`config.mk`:
```
export PLATFORM = sky130hd
export DESIGN_NAME = i2c_target_regs
export DESIGN_NICKNAME = d
export VERILOG_FILES = /design/src/rtl/i2c_target_regs.sv
export SDC_FILE = /design/constraint.sdc
export NUM_CORES = 1
export LEC_CHECK = 0
export ABC_CLOCK_PERIOD_IN_PS = 12800
export CAP_MARGIN = 20
export CORE_ASPECT_RATIO = 1.2
export CORE_MARGIN = 1.5
export CORE_UTILIZATION = 55
export DETAILED_ROUTE_END_ITERATION = 7
export GPL_TIMING_DRIVEN = 0
export HOLD_SLACK_MARGIN = 0.03
export PLACE_DENSITY = 0.81
export SLEW_MARGIN = 40
export SYNTH_ARGS = -nofsm -noshare
export SYNTH_HDL_FRONTEND = slang
export SYNTH_SLANG_ARGS = --single-unit
export TNS_END_PERCENT = 5
```
`constraint.sdc`:
```
create_clock -name system_clock -period 12.8 [get_ports system_clock]
set_input_delay 2.56 -clock system_clock [delete_from_list [all_inputs] [get_ports system_clock]]
set_output_delay 2.56 -clock system_clock [all_outputs]
set_load 0.005 [all_outputs]
```
`src/rtl/i2c_target_regs.sv`:
```
// rtl/i2c_target_regs.sv - I2C target with byte-wide register file, pointer writes and auto-increment reads
module i2c_target_regs #(
    parameter logic [6:0] TARGET_ADDR = 7'h50,
    parameter int         DEPTH       = 16,
    parameter int         AW          = $clog2(DEPTH)
) (
    input  logic          system_clock,
    input  logic          reset,
    input  logic          scl_i,
    input  logic          sda_i,
    output logic          sda_oe,
    input  logic [AW-1:0] rd_addr,
    output logic [7:0]    rd_data,
    output logic          wr_strobe,
    output logic [AW-1:0] wr_addr,
    output logic [7:0]    wr_data,
    output logic          busy
);

    typedef enum logic [3:0] {
        ST_IDLE, ST_ADDR, ST_ADDR_ACK, ST_PTR, ST_PTR_ACK,
        ST_WDATA, ST_WDATA_ACK, ST_RDATA, ST_RDATA_ACK, ST_IGNORE
    } state_t;

    localparam logic [AW-1:0] PTR_ONE = 1;

    logic          scl_s1_q, scl_s2_q, scl_h_q;
    logic          sda_s1_q, sda_s2_q, sda_h_q;
    logic          scl_rise, scl_fall, start_det, stop_det;

    state_t        state_q, state_d;
    logic [2:0]    bit_cnt_q, bit_cnt_d;
    logic [7:0]    shift_q, shift_d;
    logic          rw_q, rw_d;
    logic          ack_phase_q, ack_phase_d;
    logic [AW-1:0] ptr_q, ptr_d;
    logic          sda_oe_q, sda_oe_d;
    logic          busy_q, busy_d;
    logic          wr_strobe_q, wr_strobe_d;
    logic [AW-1:0] wr_addr_q, wr_addr_d;
    logic [7:0]    wr_data_q, wr_data_d;
    logic [7:0]    rd_data_q;
    logic [7:0]    regs_q [DEPTH];
    logic          reg_we;
    logic [7:0]    rx_byte;
    logic [7:0]    tx_byte;

    assign scl_rise  =  scl_s2_q & ~scl_h_q;
    assign scl_fall  = ~scl_s2_q &  scl_h_q;
    assign start_det =  scl_s2_q &  scl_h_q & ~sda_s2_q &  sda_h_q;
    assign stop_det  =  scl_s2_q &  scl_h_q &  sda_s2_q & ~sda_h_q;
    assign rx_byte   = {shift_q[6:0], sda_s2_q};
    assign tx_byte   = regs_q[ptr_q];

    always_comb begin
        state_d     = state_q;
        bit_cnt_d   = bit_cnt_q;
        shift_d     = shift_q;
        rw_d        = rw_q;
        ack_phase_d = ack_phase_q;
        ptr_d       = ptr_q;
        sda_oe_d    = sda_oe_q;
        busy_d      = busy_q;
        wr_strobe_d = 1'b0;
        wr_addr_d   = wr_addr_q;
        wr_data_d   = wr_data_q;
        reg_we      = 1'b0;
        if (start_det) begin
            state_d     = ST_ADDR;
            bit_cnt_d   = 3'd0;
            shift_d     = 8'd0;
            sda_oe_d    = 1'b0;
            ack_phase_d = 1'b0;
        end else if (stop_det) begin
            state_d     = ST_IDLE;
            sda_oe_d    = 1'b0;
            busy_d      = 1'b0;
            ack_phase_d = 1'b0;
        end else begin
            case (state_q)
                ST_ADDR, ST_PTR, ST_WDATA: begin
                    if (scl_rise) begin
                        shift_d   = rx_byte;
                        bit_cnt_d = bit_cnt_q + 3'd1;
                        if (bit_cnt_q == 3'd7) begin
                            ack_phase_d = 1'b0;
                            if (state_q == ST_ADDR) begin
                                if (rx_byte[7:1] == TARGET_ADDR) begin
                                    rw_d    = rx_byte[0];
                                    busy_d  = 1'b1;
                                    state_d = ST_ADDR_ACK;
                                end else begin
                                    busy_d  = 1'b0;
                                    state_d = ST_IGNORE;
                                end
                            end else if (state_q == ST_PTR) begin
                                ptr_d   = rx_byte[AW-1:0];
                                state_d = ST_PTR_ACK;
                            end else begin
                                reg_we      = 1'b1;
                                wr_strobe_d = 1'b1;
                                wr_addr_d   = ptr_q;
                                wr_data_d   = rx_byte;
                                ptr_d       = ptr_q + PTR_ONE;
                                state_d     = ST_WDATA_ACK;
                            end
                        end
                    end
                end
                ST_ADDR_ACK, ST_PTR_ACK, ST_WDATA_ACK: begin
                    // First fall (end of bit 8) starts the ACK, the second one ends it.
                    if (scl_fall) begin
                        if (!ack_phase_q) begin
                            sda_oe_d    = 1'b1;
                            ack_phase_d = 1'b1;
                        end else begin
                            ack_phase_d = 1'b0;
                            bit_cnt_d   = 3'd0;
                            shift_d     = 8'd0;
                            sda_oe_d    = 1'b0;
                            if (state_q == ST_ADDR_ACK && rw_q) begin
                                shift_d  = tx_byte;
                                sda_oe_d = ~tx_byte[7];
                                state_d  = ST_RDATA;
                            end else if (state_q == ST_ADDR_ACK) begin
                                state_d = ST_PTR;
                            end else begin
                                state_d = ST_WDATA;
                            end
                        end
                    end
                end
                ST_RDATA: begin
                    // The bit on the bus is always shift_q[7]; advance after the master samples it.
                    if (scl_rise) begin
                        shift_d = {shift_q[6:0], 1'b0};
                    end else if (scl_fall) begin
                        if (bit_cnt_q == 3'd7) begin
                            sda_oe_d    = 1'b0;
                            ack_phase_d = 1'b0;
                            state_d     = ST_RDATA_ACK;
                        end else begin
                            bit_cnt_d = bit_cnt_q + 3'd1;
                            sda_oe_d  = ~shift_q[7];
                        end
                    end
                end
                ST_RDATA_ACK: begin
                    if (scl_rise) begin
                        if (!sda_s2_q) begin
                            ack_phase_d = 1'b1;
                            ptr_d       = ptr_q + PTR_ONE;
                        end else begin
                            busy_d  = 1'b0;
                            state_d = ST_IGNORE;
                        end
                    end else if (scl_fall && ack_phase_q) begin
                        ack_phase_d = 1'b0;
                        bit_cnt_d   = 3'd0;
                        shift_d     = tx_byte;
                        sda_oe_d    = ~tx_byte[7];
                        state_d     = ST_RDATA;
                    end
                end
                default: ;
            endcase
        end
    end

    always_ff @(posedge system_clock or posedge reset) begin
        if (reset) begin
            // Synchronizers reset to the idle bus level so release does not fake an edge.
            scl_s1_q    <= 1'b1;
            scl_s2_q    <= 1'b1;
            scl_h_q     <= 1'b1;
            sda_s1_q    <= 1'b1;
            sda_s2_q    <= 1'b1;
            sda_h_q     <= 1'b1;
            state_q     <= ST_IDLE;
            bit_cnt_q   <= 3'd0;
            shift_q     <= 8'd0;
            rw_q        <= 1'b0;
            ack_phase_q <= 1'b0;
            ptr_q       <= '0;
            sda_oe_q    <= 1'b0;
            busy_q      <= 1'b0;
            wr_strobe_q <= 1'b0;
            wr_addr_q   <= '0;
            wr_data_q   <= 8'd0;
            rd_data_q   <= 8'd0;
            for (int i = 0; i < DEPTH; i++) regs_q[i] <= 8'd0;
        end else begin
            scl_s1_q    <= scl_i;
            scl_s2_q    <= scl_s1_q;
            scl_h_q     <= scl_s2_q;
            sda_s1_q    <= sda_i;
            sda_s2_q    <= sda_s1_q;
            sda_h_q     <= sda_s2_q;
            state_q     <= state_d;
            bit_cnt_q   <= bit_cnt_d;
            shift_q     <= shift_d;
            rw_q        <= rw_d;
            ack_phase_q <= ack_phase_d;
            ptr_q       <= ptr_d;
            sda_oe_q    <= sda_oe_d;
            busy_q      <= busy_d;
            wr_strobe_q <= wr_strobe_d;
            wr_addr_q   <= wr_addr_d;
            wr_data_q   <= wr_data_d;
            rd_data_q   <= regs_q[rd_addr];
            if (reg_we) regs_q[ptr_q] <= rx_byte;
        end
    end

    assign sda_oe    = sda_oe_q;
    assign busy      = busy_q;
    assign wr_strobe = wr_strobe_q;
    assign wr_addr   = wr_addr_q;
    assign wr_data   = wr_data_q;
    assign rd_data   = rd_data_q;

endmodule
```
## Word level (Yosys, flattened, before mapping)

Cells that the tools add are included.

- Bits of input ports: 8
- Output and inout port bits: 23
- Register bits: 178

- Mux-type cells: 93
- Magnitude comparators: 3
- Add/sub/neg operators: 2
- Bitwise operators: 19
- Equality and inequality tests: 42
- Reductions and logical operators: 19

Operator list:

| operator | count |
|---|---|
| $bwmux 128 | 1 |
| $mux 8 | 14 |
| $mux 4 | 20 |
| $bmux 8 s4 | 2 |
| $ne 3x3->1 const B | 14 |
| $mux 3 | 12 |
| $ne 4x4->1 const B | 9 |
| $mux 1 | 35 |
| $demux 8 s4 | 1 |
| $pmux 8 s4 | 1 |
| $reduce_and 7->1 | 4 |
| $reduce_and 10->1 | 2 |
| $eq 4x3->1 const B | 4 |
| $pmux 4 s4 | 1 |
| $reduce_and 8->1 | 2 |
| $ne 5x5->1 const B | 3 |
| $ne 2x2->1 const B | 6 |
| $pmux 3 s4 | 1 |
| $ge 5x5->1 const B | 2 |
| $not 1->1 | 10 |
| $not 4->5 | 2 |
| $reduce_bool 5->1 | 2 |
| $eq 4x2->1 const B | 2 |
| $pmux 4 s2 | 1 |
| other kinds (18) | 27 |

## Longest topological paths before layout

- Word-level depth: 11
- Mapped depth: 9
- Mapped depth without buffers: 8

## Least setup slack after synthesis

OpenSTA, ideal clock, no wires.

- Path type: input to register
- Start: in rd_addr[0]
- End: reg rd_data_q[0], in the netlist rd_data[0]
- Library setup time: 0.138 ns
- Data arrival time: 4.041 ns
- Buffers on the path: 2
- Stages on the path: 4
- Path slack: 8.620 ns
- Required time: 12.662 ns
- Cells stage by stage: clkbuf_1 -> buf_2 -> mux4_2 -> mux4_2

- Longest elaborated chain between the ends: 4

Ends and longest elaborated chain:

| what | RTL line | text |
|---|---|---|
| start: declaration | 12 | `input logic [AW-1:0] rd_addr,` |
| $not 4->5 (implied by the code) | 210 | `rd_data_q <= regs_q[rd_addr];` |
| $bmux 8 s4 | 210 |  |
| $mux 8 (implied by the code) (2 in series) | 210 |  |
| end signal: assignment | 210 |  |
| end: declaration | 42 | `logic [7:0] rd_data_q;` |

No other way between the ends. The select of a mux whose other input is x is not followed.
A chain may end at the register's enable or synchronous reset.

## Final worst setup path

- Start: in rd_addr[1]
- End: reg rd_data_q[6], in the netlist rd_data[6]

Same word-level chain as after synthesis.

==> run metrics <==
f_max=0.239 GHz; commonest non-fill, non-tap cell in the layout=dfrtp_1; H-tree depth=4; CTS tree=yes; crit path cell chain=clkbuf_1, clkbuf_1, mux4_2, mux4_2; Syn-to-layout area delta=13.0%; Root Buffer=clkbuf_16; Primary FF master, synth=dfrtp_1; I/O Buffers=26; Adder-Cell Fraction of Synth Area=0.801%; worst vdd rail ir drop=0.0970 mV; TritonCTS Buffers=17; WL final=24200 um; largest family of logic cells by synthesized area=multiplexers; multiplexer area fraction after synthesis=36.8%; Top Ports=31; CP max-delay cell=clkbuf_1; CORE AREA=16800 sq um; path type of the worst setup path=in2reg; total gr overflow=0; worst slew pin tran=0.884 ns; Critical Path Stages=4; yosys warns=0; DR pass1 iterations=6; Syn Nets=686; Simple-Gate Fraction of Synth Area=7.18%; vias in the first global route=6560; buffers and inverters on the worst path=2; fill cell count=1232; DPL Wire Length=16800 um; routed length per instance=25.5 um; Via density=6.72; maxcap violations=0; initial antenna violation count=0; RSZ-0062 raised after global routing=no; CP max FO=10; Seq/Total Area, Yosys=47.6%; Slew HR=41.1%; Worst path top cell family by delay=multiplexers; die height=146 um; Hold/Removal Path Class=reg2reg; Power Density=163 nW/um^2; slowest stage delay, CP=0.71 ns; final hold vios=0; Worst Setup End Kind=flip-flop; routed via count=6375; Worst setup SP type=primary input; status=complete, no violations; Post-synth EDFFs=0; Layout Utilization=63.1%; GR Util All Layers=28.7%; Synth cell types=54; row count=52; GPL Wtd Cong=0.934; fraction of layout cells with a size suffix above 1=33.3%; FF+latch count, synth=178; Crit path arrival time=4.49 ns; CP required=13.10 ns; Final Cycle Share=32.7%; R2R Setup Slk=9.80 ns; commonest cells after routing, fill and taps aside=dfrtp_1, mux2_2, mux4_2, mux2_1; Leakage=4.77 nW; DRT iter0 DRCs=609; Period minus WS final=4.19 ns; Post-Syn Area=9380 sq um; Tot Pwr=1.73 mW; Mapped Cells=672; Worst-Skew Late Latency=0.43 ns; Max Root-Sink Buffers=2; first-pass GRT wire length=37700 um; setup TNS=0 ns; Die Wd=122 um; n_diodes=0; clock slew at reported path FFs=0.07 ns; CTS Sinks=178; fin. max-slew vios=0; post-cts repair resize count=0; Final Setup Violations=0; Syn Area/Cell=14.0 sq um; XOR/XNOR Fraction of Synth Area=0.0934%; setup bufs post-CTS=0; Final Skew=0.00859 ns; WHS Path Cells=0; largest net degree at the start of global routing=69; nets=733; full die area=17800 sq um; Synth Area in Compound Gates=4.95%; Hold Slack=0.356 ns; Antenna Nets Post-Route=0; residual DRC count=0; initial core utilization=55.9%; worst reg2reg path depth=7; fraction of registers with async set/reset=100%; cts hold-fix bufs=0
## through the flow
stage          instance area (sq um)  std cells  worst slack, ns
2_1_floorplan                   9380        672             5.42
3_3_place_gp                    9910        914             3.38
3_5_place_dp                    9970        916             8.21
4_1_cts                        10600        948             8.65
5_1_grt                        10600        948             8.56
6_report                       10600        948             8.61
## logic make-up (layout without fill, tap and decap cells)
| group | after synthesis | count (layout) |
|---|---|---|
| AOI/OAI and AO/OA | 69 | 69 |
| xor gates and xnor gates | 1 | 1 |
| adders and majority gates | 6 | 6 |
| buffers and inverters | 60 | 120 |
| DFF | 178 | 178 |
| muxes | 236 | 236 |
| and+or+nand+nor | 122 | 122 |
## flip-flops by register name, summed over array words and instances, names as in the netlist
register     cells
scl_h_q          1
wr_strobe        1
sda_s2_q         1
state_q          4
shift_q          8
regs_q         128
sda_s1_q         1
ack_phase_q      1
bit_cnt_q        3
scl_s2_q         1
wr_addr          4
wr_data          8
rd_data          8
sda_h_q          1
sda_oe           1
busy             1
ptr_q            4
rw_q             1
scl_s1_q         1
## worst paths after layout
check                              to       start
setup reg to reg           shift_q[6]    ptr_q[1]
hold / removal               scl_s2_q    scl_s1_q
min in group asynchronous  rd_data[1]       reset
max in group asynchronous    scl_s1_q       reset
setup / recovery           rd_data[6]  rd_addr[1]
hold reg to reg              scl_s2_q    scl_s1_q
## area by class of cell
class                           count  area [sq um]  area share, %
Multi-Input combinational cell    434          4670           44.1
Inverter                            7          33.8          0.319
Clock buffer                       20           467           4.41
Timing Repair Buffer               28           315           2.98
Sequential cell                   178          4460           42.1
Clock inverter                     12           154           1.45
Tap cell                          216           270           2.55
Buffer                             53           221           2.09
## cell usage after synthesis, types with 7 or more instances
cell / instances / area, sq um
mux2i_1: 17 / 170
dfrtp_1: 172 / 4300
nor3_1: 7 / 35.0
mux2_2: 94 / 1060
mux4_2: 72 / 1620
o21ai_0: 14 / 70.1
buf_2: 13 / 65.1
a2111oi_0: 7 / 61.3
nor2_1: 34 / 128
nand3_1: 11 / 55.1
nand2_1: 21 / 78.8
clkbuf_1: 35 / 131
nand2b_1: 11 / 68.8
mux2_1: 53 / 597
a21oi_1: 21 / 105
nor2b_1: 9 / 56.3
inv_1: 7 / 26.3
## power breakdown
group	internal, mW	switching (mW)	total, mW	leakage [nW]
Sequential	0.597	0.0243	0.621	2.43
Combinational	0.192	0.369	0.561	2.03
Clock	0.324	0.222	0.545	0.304
## routing by layer
| metal | share of wire [%] | track usage, % | wire length, um |
|---|---|---|---|
| met4 | 6.2 | 16.2 | 1490 |
| met2 | 51 | 45.8 | 12200 |
| met1 | 37 | 36.3 | 8940 |
| met5 | 0 | 0 | 0 |
| met3 | 6.3 | 6.25 | 1520 |
(Power assumes the default switching activity.)
